--- config.mk ---
export PLATFORM = sky130hd
export DESIGN_NAME = ring_renderer
export DESIGN_NICKNAME = d
export VERILOG_FILES = /design/src/rtl/ring_pkg.sv /design/src/rtl/ring_hit.sv /design/src/rtl/ring_renderer.sv
export SDC_FILE = /design/constraint.sdc
export NUM_CORES = 2
export LEC_CHECK = 0
export BUFFER_PORTS_ARGS = -buffer_cell sky130_fd_sc_hd__buf_4
export CAP_MARGIN = 10
export CORE_ASPECT_RATIO = 0.5
export CORE_MARGIN = 1.5
export CORE_UTILIZATION = 45
export DETAILED_ROUTE_END_ITERATION = 8
export GPL_ROUTABILITY_DRIVEN = 1
export PLACE_DENSITY_LB_ADDON = 0.12
export SYNTH_ARGS = -nofsm -noshare
export SYNTH_HDL_FRONTEND = slang
export SYNTH_SLANG_ARGS = --single-unit
--- constraint.sdc ---
create_clock -name clk -period 11.9 [get_ports clk]
set_clock_uncertainty 0.2 [all_clocks]
set_input_delay 0 -clock clk [delete_from_list [all_inputs] [get_ports clk]]
set_output_delay 0 -clock clk [all_outputs]
set_load 0.01 [all_outputs]
--- src/rtl/ring_pkg.sv ---
`default_nettype none
// +----------------------------------------------------------------------------+
// | ring_pkg : shared ring configuration record, pipeline depth, width helpers |
// | Revision : 1.0                                                             |
// +----------------------------------------------------------------------------+
package ring_pkg;

  localparam int PIPE_LAT     = 3;
  localparam int RING_COORD_W = 10;
  localparam int RING_COLOR_W = 12;

  typedef struct packed {
    logic [RING_COORD_W-1:0] cx;
    logic [RING_COORD_W-1:0] cy;
    logic [RING_COORD_W-1:0] r_in;
    logic [RING_COORD_W-1:0] r_out;
    logic [RING_COLOR_W-1:0] color;
  } ring_cfg_t;

  // Signed deltas are COORD_W+1 bits, so the sum of two squares needs 2*COORD_W+2.
  function automatic int d2_width(input int coord_w);
    return 2 * coord_w + 2;
  endfunction

  function automatic int sel_width(input int n);
    return (n > 1) ? $clog2(n) : 1;
  endfunction

endpackage
`default_nettype wire

--- src/rtl/ring_hit.sv ---
`default_nettype none
// +----------------------------------------------------------------------------+
// | ring_hit : per-ring delta/square pipeline (S1, S2) and annulus hit test     |
// | Revision : 1.0                                                             |
// +----------------------------------------------------------------------------+
module ring_hit
  import ring_pkg::*;
#(
  parameter int COORD_W = RING_COORD_W
) (
  input  logic               clk,
  input  logic               reset,
  input  logic [COORD_W-1:0] x,
  input  logic [COORD_W-1:0] y,
  input  logic [COORD_W-1:0] cx,
  input  logic [COORD_W-1:0] cy,
  input  logic [COORD_W-1:0] r_in,
  input  logic [COORD_W-1:0] r_out,
  output logic               hit
);

  localparam int c_D2_W = d2_width(COORD_W);

  logic signed [COORD_W:0]  r_dx;
  logic signed [COORD_W:0]  r_dy;
  logic        [c_D2_W-1:0] r_dx2;
  logic        [c_D2_W-1:0] r_dy2;

  logic signed [c_D2_W-1:0] w_dx_ext;
  logic signed [c_D2_W-1:0] w_dy_ext;
  logic        [c_D2_W-1:0] w_rin_ext;
  logic        [c_D2_W-1:0] w_rout_ext;
  logic        [c_D2_W-1:0] w_d2;
  logic        [c_D2_W-1:0] w_rin2;
  logic        [c_D2_W-1:0] w_rout2;

  assign w_dx_ext = c_D2_W'(r_dx);
  assign w_dy_ext = c_D2_W'(r_dy);

  always_ff @(posedge clk or negedge reset) begin
    if (!reset) begin
      r_dx  <= '0;
      r_dy  <= '0;
      r_dx2 <= '0;
      r_dy2 <= '0;
    end else begin
      r_dx  <= $signed({1'b0, x}) - $signed({1'b0, cx});
      r_dy  <= $signed({1'b0, y}) - $signed({1'b0, cy});
      r_dx2 <= w_dx_ext * w_dx_ext;
      r_dy2 <= w_dy_ext * w_dy_ext;
    end
  end

  // Radii are squared at full width so large rings never wrap.
  assign w_rin_ext  = c_D2_W'(r_in);
  assign w_rout_ext = c_D2_W'(r_out);
  assign w_rin2     = w_rin_ext * w_rin_ext;
  assign w_rout2    = w_rout_ext * w_rout_ext;
  assign w_d2       = r_dx2 + r_dy2;

  assign hit = (r_out > r_in) && (w_d2 >= w_rin2) && (w_d2 < w_rout2);

endmodule
`default_nettype wire

--- src/rtl/ring_renderer.sv ---
`default_nettype none
// +----------------------------------------------------------------------------+
// | ring_renderer : 3-stage ring overlay with double-buffered ring config;      |
// |                 define RING_CHECKER_EN for a checkerboard background.      |
// | Revision : 1.0                                                             |
// +----------------------------------------------------------------------------+
module ring_renderer
  import ring_pkg::*;
#(
  parameter int NUM_RINGS = 4,
  parameter int COORD_W   = RING_COORD_W,
  parameter int COLOR_W   = RING_COLOR_W
) (
  input  logic                            clk,
  input  logic                            reset,
  input  logic [COORD_W-1:0]              x,
  input  logic [COORD_W-1:0]              y,
  input  logic                            video_on_in,
  input  logic                            hsync_in,
  input  logic                            vsync_in,
  input  logic [COLOR_W-1:0]              bg_color,
  input  logic                            cfg_we,
  input  logic [sel_width(NUM_RINGS)-1:0] cfg_sel,
  input  logic [COORD_W-1:0]              cfg_cx,
  input  logic [COORD_W-1:0]              cfg_cy,
  input  logic [COORD_W-1:0]              cfg_r_in,
  input  logic [COORD_W-1:0]              cfg_r_out,
  input  logic [COLOR_W-1:0]              cfg_color,
  output logic [COLOR_W-1:0]              rgb,
  output logic                            hsync,
  output logic                            vsync,
  output logic                            video_on
);

  localparam int c_SEL_W = sel_width(NUM_RINGS);

  ring_cfg_t r_stage  [NUM_RINGS];
  ring_cfg_t r_active [NUM_RINGS];
  ring_cfg_t w_wr_cfg;
  logic      r_vsync_prev;
  logic      r_copy;

  logic [2:0]           r_tim_s1;
  logic [2:0]           r_tim_s2;
  logic [NUM_RINGS-1:0] w_hit;
  logic [COLOR_W-1:0]   w_nohit;
  logic [COLOR_W-1:0]   w_pix;

  assign w_wr_cfg = '{cx: cfg_cx, cy: cfg_cy, r_in: cfg_r_in, r_out: cfg_r_out, color: cfg_color};

  // Copy happens one cycle after the vsync rise; a write in that cycle stays staged.
  always_ff @(posedge clk or negedge reset) begin
    if (!reset) begin
      r_vsync_prev <= 1'b0;
      r_copy       <= 1'b0;
      for (int k = 0; k < NUM_RINGS; k++) begin
        r_stage[k]  <= '0;
        r_active[k] <= '0;
      end
    end else begin
      r_vsync_prev <= vsync_in;
      r_copy       <= vsync_in & ~r_vsync_prev;
      for (int k = 0; k < NUM_RINGS; k++) begin
        if (cfg_we && (cfg_sel == c_SEL_W'(k))) r_stage[k] <= w_wr_cfg;
        if (r_copy) r_active[k] <= r_stage[k];
      end
    end
  end

  generate
    for (genvar g = 0; g < NUM_RINGS; g++) begin : g_ring
      ring_hit #(.COORD_W(COORD_W)) u_hit (
        .clk   (clk),
        .reset (reset),
        .x     (x),
        .y     (y),
        .cx    (r_active[g].cx),
        .cy    (r_active[g].cy),
        .r_in  (r_active[g].r_in),
        .r_out (r_active[g].r_out),
        .hit   (w_hit[g])
      );
    end
  endgenerate

`ifdef RING_CHECKER_EN
  logic [1:0] r_chk;

  always_ff @(posedge clk or negedge reset) begin
    if (!reset) r_chk <= '0;
    else        r_chk <= {r_chk[0], x[4] ^ y[4]};
  end

  assign w_nohit = r_chk[1] ? ~bg_color : bg_color;
`else
  assign w_nohit = bg_color;
`endif

  // Walk from the highest index down so the lowest hitting ring wins.
  always_comb begin
    w_pix = w_nohit;
    for (int k = NUM_RINGS - 1; k >= 0; k--) begin
      if (w_hit[k]) w_pix = r_active[k].color;
    end
  end

  always_ff @(posedge clk or negedge reset) begin
    if (!reset) begin
      r_tim_s1 <= '0;
      r_tim_s2 <= '0;
      rgb      <= '0;
      video_on <= 1'b0;
      hsync    <= 1'b0;
      vsync    <= 1'b0;
    end else begin
      r_tim_s1                  <= {video_on_in, hsync_in, vsync_in};
      r_tim_s2                  <= r_tim_s1;
      {video_on, hsync, vsync}  <= r_tim_s2;
      rgb                       <= r_tim_s2[2] ? w_pix : '0;
    end
  end

endmodule
`default_nettype wire

==> metrics.txt <==
status=complete, no violations; FMAX=116 MHz; pre-CTS setup slack=~3.4 ns; Worst path max stage delay=0.73 ns; Final Wtd Congestion=about 0.85; vias in the first global route=62,100; Crit. End Element=flip-flop; Buf/Inv on CP=7; Total GRT Usage=a little over a fifth; mapped cell area=between 80,000 and 90,000 um2; antenna violations before repair=28; Core Region=~190,000 um2; Crit path required time=~12 ns; die width=roughly 630 um; area leader, netlist=fa_1; Clock Root Buffer=clkbuf_16; Synth top area share=28.1%; setup ws final=around 3.3 ns; yosys warns=0; critical path data arrival time=roughly 8.9 ns; synth top area cells=fa_1 (28%), dfrtp_1 (20%), ha_1 (15%); hold crit path type=in2reg; worst reg2reg path depth=33; syn avg cell area=9.84 um2; commonest cells after routing, fill and taps aside=inv_1 (1,852), fa_1 (1,227), ha_1 (1,077), dfrtp_1 (693), nand2_1 (627); share of layout cells above drive strength 1=6.94%; antenna-violating nets left=0; num ports=107; gr ovfl total=0; total CTS buffers=76; ys flop type=dfrtp_1; Post-synth EDFFs=0; commonest non-fill, non-tap cell in the layout=inv_1; setup TNS=0 ns; Max Cap Viol=0; first-pass GRT wire length=337 mm; post-layout min period=8.59 ns; #FFs+latches synth=694; Setup Crit Path Kind=reg2reg; via count=58,300; critical path depth=33; CTS clk-pin slew, worst paths=0.07 ns; drt drc=0; sequential area share after synthesis=19.8%; CP max-delay cell=a2111oi_0; asr flop ratio synth=100%; HPWL after DPL=163 mm; Cells after Synth=8,892; Fin Hold WS=0.0462 ns; cell class contributing the biggest share of worst-path delay=adder cells; syn nets=11,300; Filler cells=18,300; CTS H-tree lvls=3; # rows=114; Buffers on Ports=106; synth unique cells=94; die area=roughly 200,000 um2; Initial Util=approximately 45%; worst hold path cell count=4; DRT Pass-1 Iters=5; final count of hold timing violations=0; Layout area overhead=8.68%; CP dominant cell by count=inv_1; crit share post-route=between 70% and 80%; via/cell ratio=4.99; Max Fanout on Critical Path=12; Starting DRT DRC Count=2,771; Clock Path Buffers=3; Slew @ Worst Pin=1.00 ns; CTS tree=built; RSZ-0062 raised after global routing=no; fin nets=11,400; Worst slew margin=around 32%; final setup fails=0; largest net degree at the start of global routing=190; Skew-Pair Late Insertion Delay=approximately 0.7 ns; Worst Setup Start Kind=flip-flop; Slew Viols, Final=0; clock sinks=694; Die Y=315 um; Wirelength per Cell=17.3 um; final wirelength=202 mm
cell usage after synthesis (50+ instances only):
master,count
inv_1,1852
nand3_1,76
mux2_2,293
o21ai_0,334
ha_1,1077
fa_1,1227
nor2_1,375
and3_1,50
xnor2_1,303
nor3_1,80
a21oi_1,234
xor2_1,165
a21o_1,119
nand2b_1,116
nand2_1,627
and2_1,414
dfrtp_1,694
clkbuf_1,206
nor2b_1,116
worst paths after layout:
check / start / to / slack, ns
worst max-delay path: r_active[179] / rgb[10] / 3.31
min in group asynchronous: reset / g_ring[3].u_hit.r_dx2[8] / 0.28
worst min-delay path: cfg_we / r_stage[59] / 0.05
max in group asynchronous: reset / r_stage[52] / 8.83
worst min register to register: r_tim_s2[1] / hsync / 0.15
worst max register to register: r_active[179] / rgb[10] / 3.31
worst register-to-register path, delay by kind of cell (launching register included):
family / cells / cell delay, ns
AO/OA/AOI/OAI: 13 / 2.65
flip-flops: 1 / 0.55
AND/OR/NAND/NOR: 6 / 1.59
adder cells (fa/ha/maj): 7 / 2.72
buffers and inverters: 7 / 0.68
repair_timing:
action / in CTS / in global routing
resized for setup: 0 / 0
endpoints found under the hold margin: 559 / 0
hold buffers: 148 / 0
setup buffers: 0 / 0
per-layer routing:
| metal | vias up | global-route usage [%] | wire, um |
|---|---|---|---|
| li1 | 28300 | - | - |
| met1 | 29300 | 30.3 | 95000 |
| met2 | 632 | 36.6 | 97300 |
| met3 | 160 | 2.58 | 7400 |
| met4 | 0 | 3.23 | 2580 |
| met5 | - | 0 | 0 |
cell families (layout without fill, tap and decap cells):
kind of cell | count (synthesis) | count (layout) | share of synthesized area (%)
adders and majority gates | 2304 | 2304 | 43.5
buffers and inverters | 2083 | 2265 | 8.97
and+or+nand+nor | 1981 | 1981 | 11.3
AOI/OAI and AO/OA | 1051 | 1051 | 7.79
DFF | 694 | 694 | 19.8
xor gates and xnor gates | 468 | 468 | 4.68
muxes | 311 | 311 | 3.98
other | 0 | 8 | 0
through the flow:
step	cells	cell area, um2	util [%]
detailed placement	11400	90900	47.1
global placement	11400	90900	47.1
floorplan	8892	87500	-
global route	11700	95100	49.2
CTS	11700	95100	49.2
finish	11700	95100	49.2
state kept, by name (all words and copies together) (netlist names), 3 cells and up:
signal / count
g_ring.u_hit.r_dx2: 84
r_tim_s1: 3
rgb: 12
r_stage: 208
g_ring.u_hit.r_dy: 44
r_active: 208
g_ring.u_hit.r_dx: 44
r_tim_s2: 3
g_ring.u_hit.r_dy2: 84
final cells by class:
cell class	count	area [um2]	area share (%)
Antenna cell	8	20.0	0.0211
Sequential cell	694	17400	18.3
Multi-Input combinational cell	6115	62300	65.5
Timing Repair Buffer	273	2490	2.62
Inverter	1857	6970	7.33
Tap cell	2610	3270	3.43
Clock inverter	35	494	0.520
Clock buffer	100	2170	2.28
Power is left out: the tool's default activity adds up to more than one toggle a clock period on the data nets, which glitch-free logic cannot reach.
